$ cat config.mk
export PLATFORM = sky130hd
export DESIGN_NAME = counter_udm_flat
export DESIGN_NICKNAME = d
export VERILOG_FILES = /design/src/rtl/counters_pkg.sv /design/src/rtl/counter_udm_if.sv /design/src/rtl/ffd_en_arn.sv /design/src/rtl/counter_udm.sv /design/src/flat_wrapper.sv
export SDC_FILE = /design/constraint.sdc
export NUM_CORES = 1
export LEC_CHECK = 0
export ABC_AREA = 1
export ABC_CLOCK_PERIOD_IN_PS = 4100
export CORE_MARGIN = 2
export CORE_UTILIZATION = 35
export CTS_BUF_LIST = sky130_fd_sc_hd__clkbuf_2
export CTS_CLUSTER_SIZE = 24
export DETAILED_ROUTE_END_ITERATION = 7
export HOLD_SLACK_MARGIN = 0.05
export SYNTH_ARGS = -nofsm -noshare
export SYNTH_HDL_FRONTEND = slang
export SYNTH_HIERARCHICAL = 1
export SYNTH_SLANG_ARGS = --single-unit
$ cat constraint.sdc
create_clock -name clk -period 4.1 [get_ports clk]
set_input_delay 0.82 -clock clk [delete_from_list [all_inputs] [get_ports clk]]
set_output_delay 0.82 -clock clk [all_outputs]
set_load 0.02 [all_outputs]
$ cat src/rtl/counters_pkg.sv
`default_nettype none
// ============================================================================
//  Module      : counters_pkg
//  Description : Shared limit-mode constants and load clamping for counters.
//  Revision    : 1.0
// ============================================================================
package counters_pkg;

   localparam int MODE_WRAP = 0;
   localparam int MODE_SAT  = 1;

   // Loads outside the count range snap to the top of the range.
   function automatic logic [31:0] clamp_load(input logic [31:0]       din,
                                              input longint unsigned   modulus);
      logic [63:0] w_din64;
      w_din64 = {32'd0, din};
      if (w_din64 < modulus) return din;
      return 32'(modulus - 64'd1);
   endfunction

endpackage
`default_nettype wire

$ cat src/rtl/counter_udm_if.sv
`default_nettype none
// ============================================================================
//  Module      : counter_udm_if
//  Description : Control and status bundle of the up/down modulo counter.
//  Revision    : 1.0
// ============================================================================
interface counter_udm_if #(
   parameter int N = 4
);
   logic         clr;
   logic         load;
   logic [N-1:0] din;
   logic         en;
   logic         up;
   logic [N-1:0] count;
   logic         tc;
   logic         ovf;

   modport master (output clr, load, din, en, up, input  count, tc, ovf);
   modport slave  (input  clr, load, din, en, up, output count, tc, ovf);
endinterface
`default_nettype wire

$ cat src/rtl/ffd_en_arn.sv
`default_nettype none
// ============================================================================
//  Module      : ffd_en_arn
//  Description : W-bit D register with enable, async active-low reset to 0.
//  Revision    : 1.0
// ============================================================================
module ffd_en_arn #(
   parameter int W = 1
) (
   input  logic         clk,
   input  logic         arst_n,
   input  logic         i_en,
   input  logic [W-1:0] i_d,
   output logic [W-1:0] o_q
);
   logic [W-1:0] r_q;

   always_ff @(posedge clk or negedge arst_n) begin
      if (!arst_n)   r_q <= '0;
      else if (i_en) r_q <= i_d;
   end

   assign o_q = r_q;
endmodule
`default_nettype wire

$ cat src/rtl/counter_udm.sv
`default_nettype none
// ============================================================================
//  Module      : counter_udm
//  Description : Synchronous up/down modulo counter, wrap or saturate limits.
//  Revision    : 1.0
// ============================================================================
module counter_udm
   import counters_pkg::*;
#(
   parameter int              N   = 4,
   parameter longint unsigned MOD = 10,
   parameter int              SAT = MODE_WRAP
) (
   input  logic           clk,
   input  logic           arst_n,
   counter_udm_if.slave   bus
);
   if (N < 1 || N > 32 || MOD < 2 || MOD > (64'd1 << N)) begin : g_param_check
      $error("counter_udm: illegal parameters N=%0d MOD=%0d", N, MOD);
   end

   localparam logic [N-1:0] c_LAST = N'(MOD - 64'd1);
   localparam logic [N-1:0] c_ZERO = '0;

   logic [N-1:0] w_count;
   logic [N-1:0] w_count_next;
   logic         w_count_we;
   logic         w_at_top;
   logic         w_at_zero;
   logic         w_tc;
   logic         w_ovf_next;
   logic         w_ovf;

   assign w_at_top  = (w_count == c_LAST);
   assign w_at_zero = (w_count == c_ZERO);
   // Unmasked by clr/load so it can feed the enable of a cascaded stage.
   assign w_tc      = bus.en & ((bus.up & w_at_top) | (~bus.up & w_at_zero));

   always_comb begin
      w_count_next = w_count;
      if (bus.clr) begin
         w_count_next = c_ZERO;
      end else if (bus.load) begin
         w_count_next = N'(clamp_load(32'(bus.din), MOD));
      end else if (bus.en) begin
         if (bus.up) begin
            if (w_at_top) w_count_next = (SAT == MODE_SAT) ? c_LAST : c_ZERO;
            else          w_count_next = w_count + N'(1);
         end else begin
            if (w_at_zero) w_count_next = (SAT == MODE_SAT) ? c_ZERO : c_LAST;
            else           w_count_next = w_count - N'(1);
         end
      end
   end

   assign w_count_we = bus.clr | bus.load | bus.en;
   assign w_ovf_next = w_tc & ~bus.clr & ~bus.load;

   ffd_en_arn #(.W(N)) u_count_reg (
      .clk    (clk),
      .arst_n (arst_n),
      .i_en   (w_count_we),
      .i_d    (w_count_next),
      .o_q    (w_count)
   );

   ffd_en_arn #(.W(1)) u_ovf_reg (
      .clk    (clk),
      .arst_n (arst_n),
      .i_en   (1'b1),
      .i_d    (w_ovf_next),
      .o_q    (w_ovf)
   );

   assign bus.count = w_count;
   assign bus.tc    = w_tc;
   assign bus.ovf   = w_ovf;
endmodule
`default_nettype wire

$ cat src/flat_wrapper.sv
// flat-port wrapper written by rule: the top's interface ports become plain ports
module counter_udm_flat import counters_pkg::*;
#(
   parameter int              N   = 4,
   parameter longint unsigned MOD = 10,
   parameter int              SAT = MODE_WRAP
)
  (clk, arst_n, bus_clr, bus_load, bus_din, bus_en, bus_up, bus_count, bus_tc, bus_ovf);
  counter_udm_if #(.N(N)) bus_i ();
  input  logic clk;
  input  logic arst_n;
  input wire logic [$bits(bus_i.clr)-1:0] bus_clr;
  input wire logic [$bits(bus_i.load)-1:0] bus_load;
  input wire logic [$bits(bus_i.din)-1:0] bus_din;
  input wire logic [$bits(bus_i.en)-1:0] bus_en;
  input wire logic [$bits(bus_i.up)-1:0] bus_up;
  output wire logic [$bits(bus_i.count)-1:0] bus_count;
  output wire logic [$bits(bus_i.tc)-1:0] bus_tc;
  output wire logic [$bits(bus_i.ovf)-1:0] bus_ovf;
  assign bus_i.clr = bus_clr;
  assign bus_i.load = bus_load;
  assign bus_i.din = bus_din;
  assign bus_i.en = bus_en;
  assign bus_i.up = bus_up;
  assign bus_count = bus_i.count;
  assign bus_tc = bus_i.tc;
  assign bus_ovf = bus_i.ovf;
  counter_udm #(.N(N), .MOD(MOD), .SAT(SAT)) u_core (.clk(clk), .arst_n(arst_n), .bus(bus_i));
endmodule
-- After elaboration in Yosys (flattened, before gate mapping)
Cells that the tools add are included.
- add/sub/neg operators: 2
- $lt $le $gt $ge: 1
- equality and inequality tests: 1
- mux-type cells: 11
- bitwise gates (word level): 11
- reductions and logical operators: 3
- operators by type and width (operator ; number):
    4-bit 2-to-1 mux ; 8
    1-bit bitwise AND ; 5
    4-bit by 1-bit adder with 4-bit output (second input constant) ; 1
    4-bit equality test (second input constant) ; 1
    4-bit logical NOT ; 1
    4-bit less-than comparator (second input constant) ; 1
    4-bit by 1-bit subtractor with 4-bit output (second input constant) ; 1
    1-bit 2-to-1 mux ; 3
    1-bit inverter ; 3
    1-bit bitwise OR ; 3
    3-bit nonzero test ; 1
    2-bit AND reduction ; 1
- bits in registers: 5

-- Logic depth before layout (Yosys ltp)
Gate-level depths: netlist of the first run.
- depth after elaboration: 7
- mapped depth: 11
- mapped depth without buffers: 11

-- Cells and area by module
Netlist of the first run, hierarchy kept.
- modules (own cells, without submodules) (module ; instances ; cells each ; area an instance (um2) ; seq. area each (um2)):
    counter_udm ; 1 ; 72 ; 372.9 ; 0.0
    ffd_en_arn (u_core.u_count_reg) ; 1 ; 17 ; 148.9 ; 100.1
    ffd_en_arn (u_core.u_ovf_reg) ; 1 ; 5 ; 40.0 ; 25.0

-- Least setup slack after synthesis of the first run
OpenSTA, ideal clock, no wires.
- path kind: register -> output
- start: register u_core.u_count_reg.r_q[0], in the netlist u_core/u_count_reg/o_q[0]
- end: output bus_tc
- data arrival time: 1284 ps
- data required time: 3280 ps
- path slack: 1996 ps
- cell stages (with the launch flop): 7
- path buffers: 0
- cell sequence: dfrtp_1 > inv_1 > ha_1 > nand3_2 > nand2_1 > nand3_1 > inv_1
- longest elaborated chain between the ends: 4
- elaborated cells between the ends (all ways): 6
- classes of those cells: eq/ne (1); bitwise (4); reduce/logical (1)
- ends and longest elaborated chain (item ; line ; text):
    start, declared ; ffd_en_arn.sv:16 ; logic [W-1:0] r_q;
    start signal, assigned ; ffd_en_arn.sv:20 ; else if (i_en) r_q <= i_d;
    4-bit equality test / 4-bit logical NOT (equally long branches) ; counter_udm.sv:34, counter_udm.sv:35 ;
    1-bit bitwise AND ; counter_udm.sv:37 ; assign w_tc = bus.en & ((bus.up & w_at_top) | (~bus.up & w_at_zero));
    1-bit bitwise OR (*) ; counter_udm.sv:37 ;
    1-bit bitwise AND (*) ; counter_udm.sv:37 ;
    end, declared ; flat_wrapper.sv:18 ; output wire logic [$bits(bus_i.tc)-1:0] bus_tc;
Every way passes the cells marked *; elsewhere a longest branch is shown, timed or not.

-- Worst setup path in the final report of the first run
- start: input bus_up
- end: output bus_tc
- longest elaborated chain between the ends: 4
- elaborated cells between the ends (all ways): 5
- classes of those cells: bitwise (5)
- ends and longest elaborated chain (item ; line ; text):
    start, declared ; flat_wrapper.sv:16 ; input wire logic [$bits(bus_i.up)-1:0] bus_up;
    1-bit inverter ; counter_udm.sv:37 ;
    1-bit bitwise AND ; counter_udm.sv:37 ;
    1-bit bitwise OR (*) ; counter_udm.sv:37 ;
    1-bit bitwise AND (*) ; counter_udm.sv:37 ;
Marked as above.

==> metrics, run 1 <==
status=completed; sequential fraction of the synthesis area=22.3%; Fmax=0.310 GHz; PortBufs=15; Min-Delay Path Class=reg2reg; vias=621; # diodes=0; Non-Filler Instances=130; area share of the leading cell type in the synthesized netlist=26.7%; crit path kind=in2out; Cell Area, Synth=562 um2; Top FF cell, synth=dfrtp_1; layout cell share with drive strength beyond 1=14.9%; row cnt=14; Remaining DRCs=0; Max Clock Skew=0.00204 ns; Cells after DPL=126; crit path DAT=2.40 ns; grt met1 use=19.8%; antenna violations before repair=0; top-count cell post-synth=nand2_1; Peak VDD IR=250 uV; Top Usage Layer GRT=met2; max_cap viols=0; top cell types by occurrence after synthesis=nand2_1, nand3_1, inv_1, inv_2, dfrtp_1; full die area=1940 um2; Die Y=44.1 um; main area contributors after synthesis=nand2_1, dfrtp_1, nand3_1; period utilization=78.6%; GPL Wtd Cong=0.818; Final setup viols=0; Syn Area/Cell=5.98 um2; synthesized flop and latch total=5; P&R area growth vs syn=34.5%; first-pass GRT wire length=2220 um; final WL=1290 um; Data required, critical path=3.28 ns; WL per Instance=9.93 um; DRT Pass-1 Iters=4; Yosys top cell by area=nand2_1; CTS Buf Count=3; Top Ports=16; Gate Count Post-Synth=94; setup tns final=0 ns; Period minus WS final=3.22 ns; Nets=128; HPWL after DPL=1050 um; Critical Path Sink Type=primary output; M2 GR Usage=25.3%; clk root buf=clkbuf_2; fillcell total=163; Ys Warns=6; Total GRT Usage=15.2%; grt ovf=0; clock-pin slew on the worst setup and hold paths=0.05 ns; Worst-Skew Late Latency=0.21 ns; Power Density=246 nW/um2; Post-DRT Antenna Nets=0; vias in the first global route=537; GR Util met3=6.12%; vias per cell=4.78; CTS tree=done; crit path max fanout=7; Post-CTS Resized=0; Starting DRT DRC Count=15; Leak=0.412 nW; Synth async-reset ratio=100%; Post-synth EDFFs=0; Critical Path Start Type=input pin; H-tree levels=1; Cell Area, Placed=736 um2; clk sinks=5; buffer depth of the longest clock path=2; largest net degree at the start of global routing=10; RSZ-0062 raised after global routing=no; pins over their slew limit=0; # Post-CTS Setup Buffers=0; Cell variety after synth=16; final hold vios=0; Die Width=44.1 um; # hold bufs at CTS=0; Layout Cell Area excl Fill=756 um2; core area=1510 um2; Initial Utilization=37.3%
-- state kept, by name, indices dropped and copies added (netlist names) --
register and count:
u_core/u_count_reg/o_q 4, u_core/u_ovf_reg/o_q 1
-- power breakdown --
group          total [mW]  switching [mW]  internal (mW)
registers          0.0631         0.00969         0.0534
logic              0.0776          0.0434         0.0342
clock network      0.0452          0.0194         0.0258
-- kinds of logic (layout without fill, tap and decap cells) --
group,Yosys count,in the layout,share of synthesized area (%)
other,1,2,0.668
and+or+nand+nor,62,62,51.0
adders and majority gates,3,3,6.68
DFF,5,5,22.3
buffers and inverters,14,33,9.35
AOI/OAI and AO/OA,9,9,10.0
-- worst paths after layout --
kind	from	slack [ns]	cells past startpoint	endpoint
worst max register to register	u_core/u_count_reg/o_q[0]	2.53	11	u_core/u_count_reg/o_q[2]
max in group asynchronous	arst_n	3.09	1	u_core/u_count_reg/o_q[0]
worst min register to register	u_core/u_count_reg/o_q[1]	0.61	2	u_core/u_count_reg/o_q[1]
min in group asynchronous	arst_n	0.82	1	u_core/u_count_reg/o_q[2]
worst max-delay path	bus_up	0.88	6	bus_tc
worst min-delay path	u_core/u_count_reg/o_q[1]	0.61	2	u_core/u_count_reg/o_q[1]
-- routing by layer --
layer  up-vias  wire (um)
met3         0         51
met2        17        582
met1       267        656
met4         0          0
met5         -          0
li1        337          -
-- layout by cell type, fill, tap and decap left out, drive strengths merged --
cell type,n
nor2,3
o21ai,2
ha,3
clkdlybuf4s50,15
nand4,2
a21oi,7
dfrtp,5
nand3,16
inv,14
nor3,1
clkbuf,4
nand2,40
conb,2
-- worst max-delay path: stages --
cell             delay, ns
clkdlybuf4s50_1       0.60
inv_2                 0.10
nand2_1               0.10
nand3_1               0.11
inv_1                 0.07
clkdlybuf4s50_1       0.59
-- through the flow --
| step | hold WS (ns) | setup slack [ns] | power, mW | util, % |
|---|---|---|---|---|
| 2_1_floorplan | 0.524 | 2.00 | 0.110 | - |
| 3_3_place_gp | 0.604 | 0.898 | 0.142 | 48.8 |
| 3_5_place_dp | 0.603 | 0.880 | 0.141 | 48.8 |
| 4_1_cts | 0.619 | 0.877 | 0.189 | 50.2 |
| 5_1_grt | 0.653 | 0.784 | 0.204 | 50.2 |
| 6_report | 0.606 | 0.876 | 0.186 | 50.2 |
-- area by class of cell --
class	instances	area, um2	share of cell area [%]
Multi-Input combinational cell	76	388	51.3
Sequential cell	5	125	16.6
Tap cell	16	20.0	2.65
Timing Repair Buffer	15	150	19.9
Clock buffer	4	20.0	2.65
Inverter	14	52.6	6.95
Note: power is estimated with default switching activity, not from simulation.
==> run 2: changes to the inputs <==
--- a/config.mk
+++ b/config.mk
@@ -6,7 +6,7 @@
 export NUM_CORES = 1
 export LEC_CHECK = 0
 export ABC_AREA = 1
-export ABC_CLOCK_PERIOD_IN_PS = 4100
+export ABC_CLOCK_PERIOD_IN_PS = 3300
 export CORE_MARGIN = 2
 export CORE_UTILIZATION = 35
 export CTS_BUF_LIST = sky130_fd_sc_hd__clkbuf_2
==> constraint.sdc (replaced) <==
create_clock -name clk -period 3.3 [get_ports clk]
set_input_delay 0.66 -clock clk [delete_from_list [all_inputs] [get_ports clk]]
set_output_delay 0.66 -clock clk [all_outputs]
set_load 0.02 [all_outputs]
==> metrics, run 2 (same netlist as run 1, synthesis figures left out) <==
Leak=0.412 nW; antenna violations before repair=0; status=completed; vias in the first global route=577; Peak VDD IR=210 uV; CP Launch Point=bus_up; Starting DRT DRC Count=19; Die Y=44.1 um; # hold bufs at CTS=0; max FFs per register=4; WL per Instance=10.2 um; vias per cell=4.88; RSZ-0062 raised after global routing=no; period utilization=88.3%; CTS Buf Count=3; final WL=1320 um; DP Worst Slack=0.405 ns; Clk pwr share=24.1%; CP dominant cell by count=clkdlybuf4s50_1; worst reg2reg path startpoint=u_core/u_count_reg/o_q[0]; GPL Wtd Cong=0.817; Cell Area, Placed=736 um2; first-pass GRT wire length=2330 um; Internal Power=0.141 mW; Critical Path Sink Type=primary output; Power Total=0.231 mW; Total GRT Usage=16.1%; DRT Pass-1 Iters=4; max_cap viols=0; Non-Filler Instances=130; full die area=1940 um2; H-tree levels=1; Final setup viols=0; largest net degree at the start of global routing=10; final hold vios=0; Post-CTS Resized=0; # Post-CTS Setup Buffers=0; Max Clock Skew=0.00172 ns; power share of the combinational group=41.8%; most common cell after layout, fill and taps aside=nand2_1; Nets=128; layout cell share with drive strength beyond 1=14.9%; Cells after DPL=126; Initial Utilization=37.3%; Top Ports=16; setup tns final=0 ns; Worst-Skew Late Latency=0.21 ns; row cnt=14; sw frac=39.0%; post-route setup slack=0.385 ns; Final Util=50.2%; fillcell total=159; largest stage delay on the critical path=0.61 ns; slowest CP cell=clkdlybuf4s50_1; CP delay by family, top=buffers and inverters; hold path start=u_core/u_count_reg/o_q[1]; clk root buf=clkbuf_2; HPWL after DPL=1050 um; Hold Slack=0.640 ns; PortBufs=15; share of power burned in registers=34.1%; clock-pin slew on the worst setup and hold paths=0.05 ns; clk sinks=5; Layout Cell Area excl Fill=756 um2; crit path DAT=2.26 ns; buffer depth of the longest clock path=2; Fmax=0.343 GHz; Critical Path Start Type=input pin; Min-Delay Path Class=reg2reg; Post-DRT Antenna Nets=0; # diodes=0; Period minus WS final=2.92 ns; Remaining DRCs=0; Psw=0.0900 mW; grt ovf=0; Buf/Inv on CP=4; CTS tree=done; core area=1510 um2; CP cell instances=clkdlybuf4s50_1, inv_2, nand2_1, nand3_1, inv_1, clkdlybuf4s50_1; crit path max fanout=7; Data required, critical path=2.64 ns; most frequent cells in the layout=nand2_1, clkdlybuf4s50_1, nand3_1; pins over their slew limit=0; P&R area growth vs syn=34.5%; Power Density=306 nW/um2; Die Width=44.1 um; crit path kind=in2out; vias=634
## run 2: cell counts in the layout (fill, tap and decap cells not counted)
No cell type changed its count.
## run 2: power groups by stage
| stage | clock network, mW | registers, mW | logic (mW) |
|---|---|---|---|
| 2_1_floorplan | 0 | 0.0827 | 0.0544 |
| 3_3_place_gp | 0 | 0.0799 | 0.0968 |
| 3_5_place_dp | 0 | 0.0799 | 0.0962 |
| 4_1_cts | 0.0587 | 0.0788 | 0.0965 |
| 5_1_grt | 0.0638 | 0.0802 | 0.108 |
| 6_report | 0.0556 | 0.0787 | 0.0966 |
## run 2: final timing paths
path | endpoint | slack (ns) | depth (start not counted)
min | u_core/u_count_reg/o_q[1] | 0.64 | 2
max reg2reg | u_core/u_count_reg/o_q[1] | 1.73 | 10
min reg2reg | u_core/u_count_reg/o_q[1] | 0.64 | 2
max in group asynchronous | u_core/u_count_reg/o_q[0] | 2.45 | 1
max | bus_tc | 0.38 | 6
min in group asynchronous | u_core/u_count_reg/o_q[2] | 0.66 | 1
## run 2: final cells by class
class	count	area (um2)	area share, %
clock buffer	4	20.0	2.65
inverter	14	52.6	6.95
multi-input combinational	76	388	51.3
sequential	5	125	16.6
tap	16	20.0	2.65
timing repair buffer	15	150	19.9
## run 2: routing by layer
layer  track usage (%)  vias up  routed length [um]  share of wire (%)
met3              4.90        0                  33                2.5
li1                  -      339                   -                  -
met5                 0        -                   0                  0
met2              25.6       13                 618                 47
met1              21.5      282                 670                 51
met4              3.64        0                   0                  0
## run 2: worst reg2reg max path: cells and delay by family (launching register included)
family / cells / cell delay, ns
adder cells (fa/ha/maj): 1 / 0.26
buffers and inverters: 2 / 0.24
AO/OA/AOI/OAI: 1 / 0.05
AND/OR/NAND/NOR: 6 / 0.40
flip-flops: 1 / 0.51
